<file path="config.mk">
export PLATFORM = sky130hd
export DESIGN_NAME = vector_packer_32bit
export DESIGN_NICKNAME = d
export VERILOG_FILES = /design/src/rtl/parcnn_pkg.sv /design/src/rtl/vector_out_stage.sv /design/src/rtl/vector_packer_32bit.sv
export SDC_FILE = /design/constraint.sdc
export NUM_CORES = 1
export LEC_CHECK = 0
export CAP_MARGIN = 5
export CORE_MARGIN = 2
export CORE_UTILIZATION = 45
export DETAILED_ROUTE_END_ITERATION = 6
export GPL_TIMING_DRIVEN = 0
export PLACE_DENSITY_LB_ADDON = 0.1
export SYNTH_ARGS = -nofsm -noshare
export SYNTH_HDL_FRONTEND = slang
export SYNTH_HIERARCHICAL = 1
export SYNTH_SLANG_ARGS = --single-unit
</file>
<file path="constraint.sdc">
create_clock -name clock -period 2.36 [get_ports clock]
set_clock_uncertainty 0.1 [all_clocks]
set_input_delay 0.236 -clock clock [delete_from_list [all_inputs] [get_ports clock]]
set_output_delay 0.236 -clock clock [all_outputs]
set_load 0.1 [all_outputs]
</file>
<file path="src/rtl/parcnn_pkg.sv">
// Shared definitions for the parcnn datapath: word width, packer FSM states
// and the count-width helper used by the packer and the adder-tree front end.
package parcnn_pkg;

  localparam int WORD_WIDTH = 32;

  typedef enum logic {
    ACCUM = 1'b0,
    HOLD  = 1'b1
  } packer_state_t;

  // Width of a counter that must represent 1..tree_size inclusive.
  function automatic int count_width(input int tree_size);
    return $clog2(tree_size) + 1;
  endfunction

endpackage

</file>
<file path="src/rtl/vector_out_stage.sv">
// Valid/ready holding register for one packed vector with its word count and
// packet-end flag; a load wins over a consume on the same edge.
module vector_out_stage
  import parcnn_pkg::*;
#(
  parameter int TREE_SIZE = 8
) (
  input  logic                                 clock,
  input  logic                                 reset,
  input  logic                                 i_load,
  input  logic [WORD_WIDTH*TREE_SIZE-1:0]      i_vector,
  input  logic [count_width(TREE_SIZE)-1:0]    i_count,
  input  logic                                 i_last,
  input  logic                                 i_out_ready,
  output logic [WORD_WIDTH*TREE_SIZE-1:0]      o_vector,
  output logic [count_width(TREE_SIZE)-1:0]    o_count,
  output logic                                 o_last,
  output logic                                 o_valid,
  output logic                                 o_slot_free
);

  logic [WORD_WIDTH*TREE_SIZE-1:0]   r_vector;
  logic [count_width(TREE_SIZE)-1:0] r_count;
  logic                              r_last;
  logic                              r_valid;

  assign o_slot_free = !r_valid || i_out_ready;

  // NOTE: sequential state uses non-blocking assignments so every register
  // samples pre-edge values and simulation matches the synthesized flops.
  always_ff @(posedge clock or negedge reset) begin
    if (!reset) begin
      r_vector <= '0;
      r_count  <= '0;
      r_last   <= 1'b0;
      r_valid  <= 1'b0;
    end else if (i_load) begin
      r_vector <= i_vector;
      r_count  <= i_count;
      r_last   <= i_last;
      r_valid  <= 1'b1;
    end else if (i_out_ready) begin
      // Payload is left in place; only the valid flag drops on a consume.
      r_valid  <= 1'b0;
    end
  end

  assign o_vector = r_vector;
  assign o_count  = r_count;
  assign o_last   = r_last;
  assign o_valid  = r_valid;

endmodule

</file>
<file path="src/rtl/vector_packer_32bit.sv">
// Packs a serial stream of 32-bit words into TREE_SIZE-slot vectors for the
// adder tree; short packets are zero-padded, long packets span several vectors.
module vector_packer_32bit
  import parcnn_pkg::*;
#(
  parameter int TREE_SIZE = 8
) (
  input  logic                                 clock,
  input  logic                                 reset,
  input  logic [WORD_WIDTH-1:0]                in_data,
  input  logic                                 in_valid,
  input  logic                                 in_last,
  output logic                                 in_ready,
  output logic [WORD_WIDTH*TREE_SIZE-1:0]      out_vector,
  output logic [count_width(TREE_SIZE)-1:0]    out_count,
  output logic                                 out_last,
  output logic                                 out_valid,
  input  logic                                 out_ready
);

  localparam int CW = count_width(TREE_SIZE);
  localparam int FW = $clog2(TREE_SIZE);
  localparam int VW = WORD_WIDTH * TREE_SIZE;

  packer_state_t r_state;
  packer_state_t w_next_state;

  logic [FW-1:0] r_fill;
  logic [VW-1:0] r_buf;
  logic [CW-1:0] r_hold_count;
  logic          r_hold_last;
  logic          r_run;

  logic [VW-1:0] w_merged;
  logic [CW-1:0] w_fill_count;
  logic          w_accept;
  logic          w_complete;
  logic          w_slot_free;
  logic          w_load;
  logic [VW-1:0] w_load_vector;
  logic [CW-1:0] w_load_count;
  logic          w_load_last;

  // r_run keeps in_ready low while reset is held and for the release cycle.
  assign in_ready     = r_run && (r_state == ACCUM);
  assign w_accept     = in_valid && in_ready;
  assign w_complete   = w_accept && (in_last || (r_fill == FW'(TREE_SIZE - 1)));
  assign w_fill_count = CW'(r_fill) + CW'(1);

  always_comb begin
    w_merged = r_buf;
    for (int i = 0; i < TREE_SIZE; i++) begin
      if (r_fill == FW'(i)) w_merged[i*WORD_WIDTH +: WORD_WIDTH] = in_data;
    end
  end

  // NOTE: every output of this block gets a default first so no path leaves
  // a signal unassigned, which would otherwise infer a latch.
  always_comb begin
    w_next_state  = r_state;
    w_load        = 1'b0;
    w_load_vector = w_merged;
    w_load_count  = w_fill_count;
    w_load_last   = in_last;
    unique case (r_state)
      ACCUM: begin
        if (w_complete) begin
          if (w_slot_free) w_load       = 1'b1;
          else             w_next_state = HOLD;
        end
      end
      HOLD: begin
        w_load_vector = r_buf;
        w_load_count  = r_hold_count;
        w_load_last   = r_hold_last;
        if (w_slot_free) begin
          w_load       = 1'b1;
          w_next_state = ACCUM;
        end
      end
      default: w_next_state = ACCUM;
    endcase
  end

  always_ff @(posedge clock or negedge reset) begin
    if (!reset) r_state <= ACCUM;
    else        r_state <= w_next_state;
  end

  // NOTE: the assembly buffer is reset explicitly because unused slots must
  // read as zero; a padded vector would otherwise carry stale words.
  always_ff @(posedge clock or negedge reset) begin
    if (!reset) begin
      r_buf        <= '0;
      r_fill       <= '0;
      r_hold_count <= '0;
      r_hold_last  <= 1'b0;
      r_run        <= 1'b0;
    end else begin
      r_run <= 1'b1;
      if (w_load) begin
        r_buf  <= '0;
        r_fill <= '0;
      end else if (w_accept) begin
        r_buf <= w_merged;
        if (w_complete) begin
          // Output slot busy: park count/last alongside the buffer until HOLD drains.
          r_hold_count <= w_fill_count;
          r_hold_last  <= in_last;
        end else begin
          r_fill <= r_fill + 1'b1;
        end
      end
    end
  end

  vector_out_stage #(
    .TREE_SIZE (TREE_SIZE)
  ) u_out_stage (
    .clock       (clock),
    .reset       (reset),
    .i_load      (w_load),
    .i_vector    (w_load_vector),
    .i_count     (w_load_count),
    .i_last      (w_load_last),
    .i_out_ready (out_ready),
    .o_vector    (out_vector),
    .o_count     (out_count),
    .o_last      (out_last),
    .o_valid     (out_valid),
    .o_slot_free (w_slot_free)
  );

endmodule

</file>
==> reports/metrics.csv <==
metric,value,unit
Num CTS Buffers,56,
CP Cell Sequence,"ha_4, ha_4, or2_4, a211o_4, buf_12, o21ai_4, buf_12, buf_12, a22o_1",
status,"complete, but fails checks",
Most used DFF post-synth,dfrtp_1,
Die W,233.1,um
"EDFF count, synth",0,
DP Worst Slack,-0.5207,ns
Total Wirelength,71080,um
Worst Max-Slew Pin Slew,1.144,ns
Critical Path Max Stage Delay,0.45,ns
core area,51610,um^2
antenna violations before repair,0,
GRT Resource Usage Total,0.2581,
Slew headroom,0.2403,
Rows,83,
unrepaired setup endpoints after global routing,yes,
count of buffer and inverter cells on the critical path,3,
r2r endpoint,r_buf[82]$_DFFE_PN0P_,
sequential area share after synthesis,0.5593,
diode count,0,
P&R area growth vs syn,28.49,%
HP Class,in2async,
total die area,54340,um^2
worst path arrival time,2.83,ns
Synth Cell Area,23620,um^2
slowest CP cell,dfrtp_2,
reg2reg path depth,9,
failing checks,negative setup slack,
detailed-route via count,14814,
R2R Path Start,r_fill[1]$_DFFE_PN0P_,
Crit path max-delay family,compound AO/OA/AOI/OAI gates,
PwrDens,1031,nW/um^2
Worst Path Max Fanout,10,
clock slew at reported path FFs,0.06,ns
DP Cell Count,2519,
ys async rst share,1.000,
RePlAce Congestion,0.7882,
largest net degree at the start of global routing,122,
Mapped Avg Cell Area,15.38,um^2
overall power,31.29,mW
setup_tns,-0.7669,ns
CTS Buffer Depth,3,
worst IR drop on VDD,0.0007856,V
Final HPWL DP,47040,um
Vert. Die Dim,233.1,um
nets,1978,
1st-iter DRT viols,1008,
share of cells above drive strength 1,0.3708,
LEAKAGE,15.61,nW
drt first pass iters,5,
vias per cell,5.575,
max cap viols,0,
root buffer cell,clkbuf_16,
Setup CP Type,reg2reg,
reg2reg setup slack,-0.03,ns
f_max,418.1,MHz
setup ws final,-0.03188,ns
Netlist cell types,35,
post-route insts no fill,2657,
Sink Count,528,
CTS tree,done,
most frequent cells in the layout,"dfrtp_1 (525), mux2_2 (278), dlygate4sd2_1 (261)",
total congestion overflow,0,
Crit. End Element,register,
Worst Path Required,2.80,ns
# DRC,0,
IO Pins,300,
drt wl/cell,26.75,um
Mapped Cells,1536,
min cycle time layout,2.392,ns
vias in the first global route,15701,
crit-path most repeated cell,buf_12,
# H-tree levels,2,
final hold violation count,0,
Antenna Nets Post-Route,0,
syn_nets,1579,
final setup fails,62,
Setup crit start kind,register,
fin crit share,1.014,
"commonest non-fill, non-tap cell in the layout",dfrtp_1,
synth warn,6,
"flops & latches, synth",528,
initial core utilization,0.4577,
# port buffers,299,
Clock Latency Late Sink,0.61,ns
Final Max Slew Viols,0,
first-pass GRT wire length,103800,um
-- worst reg2reg max path, delay by kind of cell, from the launching register on --
kind | cells | cell delay [ns]
fa+ha+maj | 2 | 0.34
buf+inv | 3 | 0.49
flops | 1 | 0.45
simple gates | 1 | 0.26
compound gates | 3 | 0.70
-- routing by layer --
| metal | global-route usage | wire (um) | vias to the layer above |
|---|---|---|---|
| met4 | 0.06728 | 1457 | 0 |
| met2 | 0.4090 | 33980 | 384 |
| met5 | 0 | 0 | - |
| met1 | 0.3655 | 32260 | 7887 |
| met3 | 0.04797 | 3386 | 77 |
| li1 | - | - | 6466 |
-- kinds of logic after synthesis --
group / after synthesis / share of synthesized area
mux: 525 / 0.2785
flops: 528 / 0.5593
other cells: 1 / 0.0001587
simple gates: 45 / 0.01128
buf+inv: 155 / 0.04386
compound gates: 276 / 0.1037
fa+ha+maj: 6 / 0.003178
-- sequential cells by signal, summed over array words and instances (netlist names) --
register              flops
u_out_stage/o_count       4
r_run                     1
u_out_stage/o_valid       1
u_out_stage/o_last        1
u_out_stage/o_vector    256
r_hold_count              4
r_buf                   256
r_fill                    3
r_hold_last               1
r_state                   1
-- how the worst max path moves through the flow --
stage                                     start                               endpoint  slack [ns]  depth (start not counted)
after global routing      r_fill[1]$_DFFE_PN0P_                  r_buf[83]$_DFFE_PN0P_       -0.07                          9
final                     r_fill[1]$_DFFE_PN0P_                  r_buf[82]$_DFFE_PN0P_       -0.03                          9
after global placement                    reset        u_out_stage/o_valid$_DFFE_PN0P_      -24.41                          1
after CTS                 r_fill[1]$_DFFE_PN0P_                  r_buf[48]$_DFFE_PN0P_       -0.06                         10
after detailed placement  r_fill[0]$_DFFE_PN0P_  u_out_stage/o_vector[117]$_DFFE_PN0P_       -0.52                          7
after floorplan           r_fill[0]$_DFFE_PN0P_  u_out_stage/o_vector[117]$_DFFE_PN0P_        0.05                          7
-- power by group --
part           total (mW)  internal [mW]  switching [mW]
Clock                8.51           4.87            3.65
Combinational        11.7           3.11            8.63
Sequential           11.0           10.2           0.801
-- per-stage QoR --
step | hold slack, ns | area (um^2) | utilization
floorplan | -0.1596 | 23630 | -
global placement | 0.3770 | 27470 | 0.5322
detailed placement | 0.1955 | 27590 | 0.5345
CTS | 0.1185 | 29700 | 0.5754
global route | 0.1724 | 30350 | 0.5881
finish | 0.1006 | 30350 | 0.5881
-- cells in the mapped netlist (2+ instances only) --
cell type / instances / area, um^2
buf_2: 52 / 260.3
mux2_2: 278 / 3131
nand2b_1: 4 / 25.02
nor2b_2: 2 / 17.52
buf_6: 48 / 540.5
nor2b_1: 9 / 56.30
o21ai_4: 8 / 130.1
and2_1: 6 / 37.54
clkbuf_1: 41 / 153.9
nor2_1: 6 / 22.52
mux2_1: 65 / 732.0
buf_1: 3 / 11.26
mux2i_1: 3 / 30.03
nand2_1: 10 / 37.54
ha_1: 6 / 75.07
nor3_1: 3 / 15.01
inv_1: 6 / 22.52
mux2_4: 179 / 2688
dfrtp_1: 528 / 13210
o21ai_0: 5 / 25.02
clkbuf_4: 2 / 15.01
a21oi_1: 4 / 20.02
a22o_1: 256 / 2242
-- cell type report --
| class | count | area [um^2] |
|---|---|---|
| sequential | 528 | 13220 |
| clock buffer | 92 | 1697 |
| fill | 4093 | 21260 |
| timing repair buffer | 348 | 3593 |
| buffer | 142 | 1439 |
| inverter | 6 | 22.52 |
| tap | 680 | 850.8 |
| multi-input combinational | 853 | 9478 |
| clock inverter | 8 | 55.05 |
-- timing repair --
item | 4_1_cts | 5_1_grt
hold endpoints to repair | 91 | 0
setup endpoints to repair | 776 | 479
resized for setup | 355 | 87
buffers inserted | 20 | 5
gates cloned | 6 | 15
pin swaps | 14 | 102
hold buffers | 1 | 0
No activity file was read; power rests on OpenSTA's default activity.
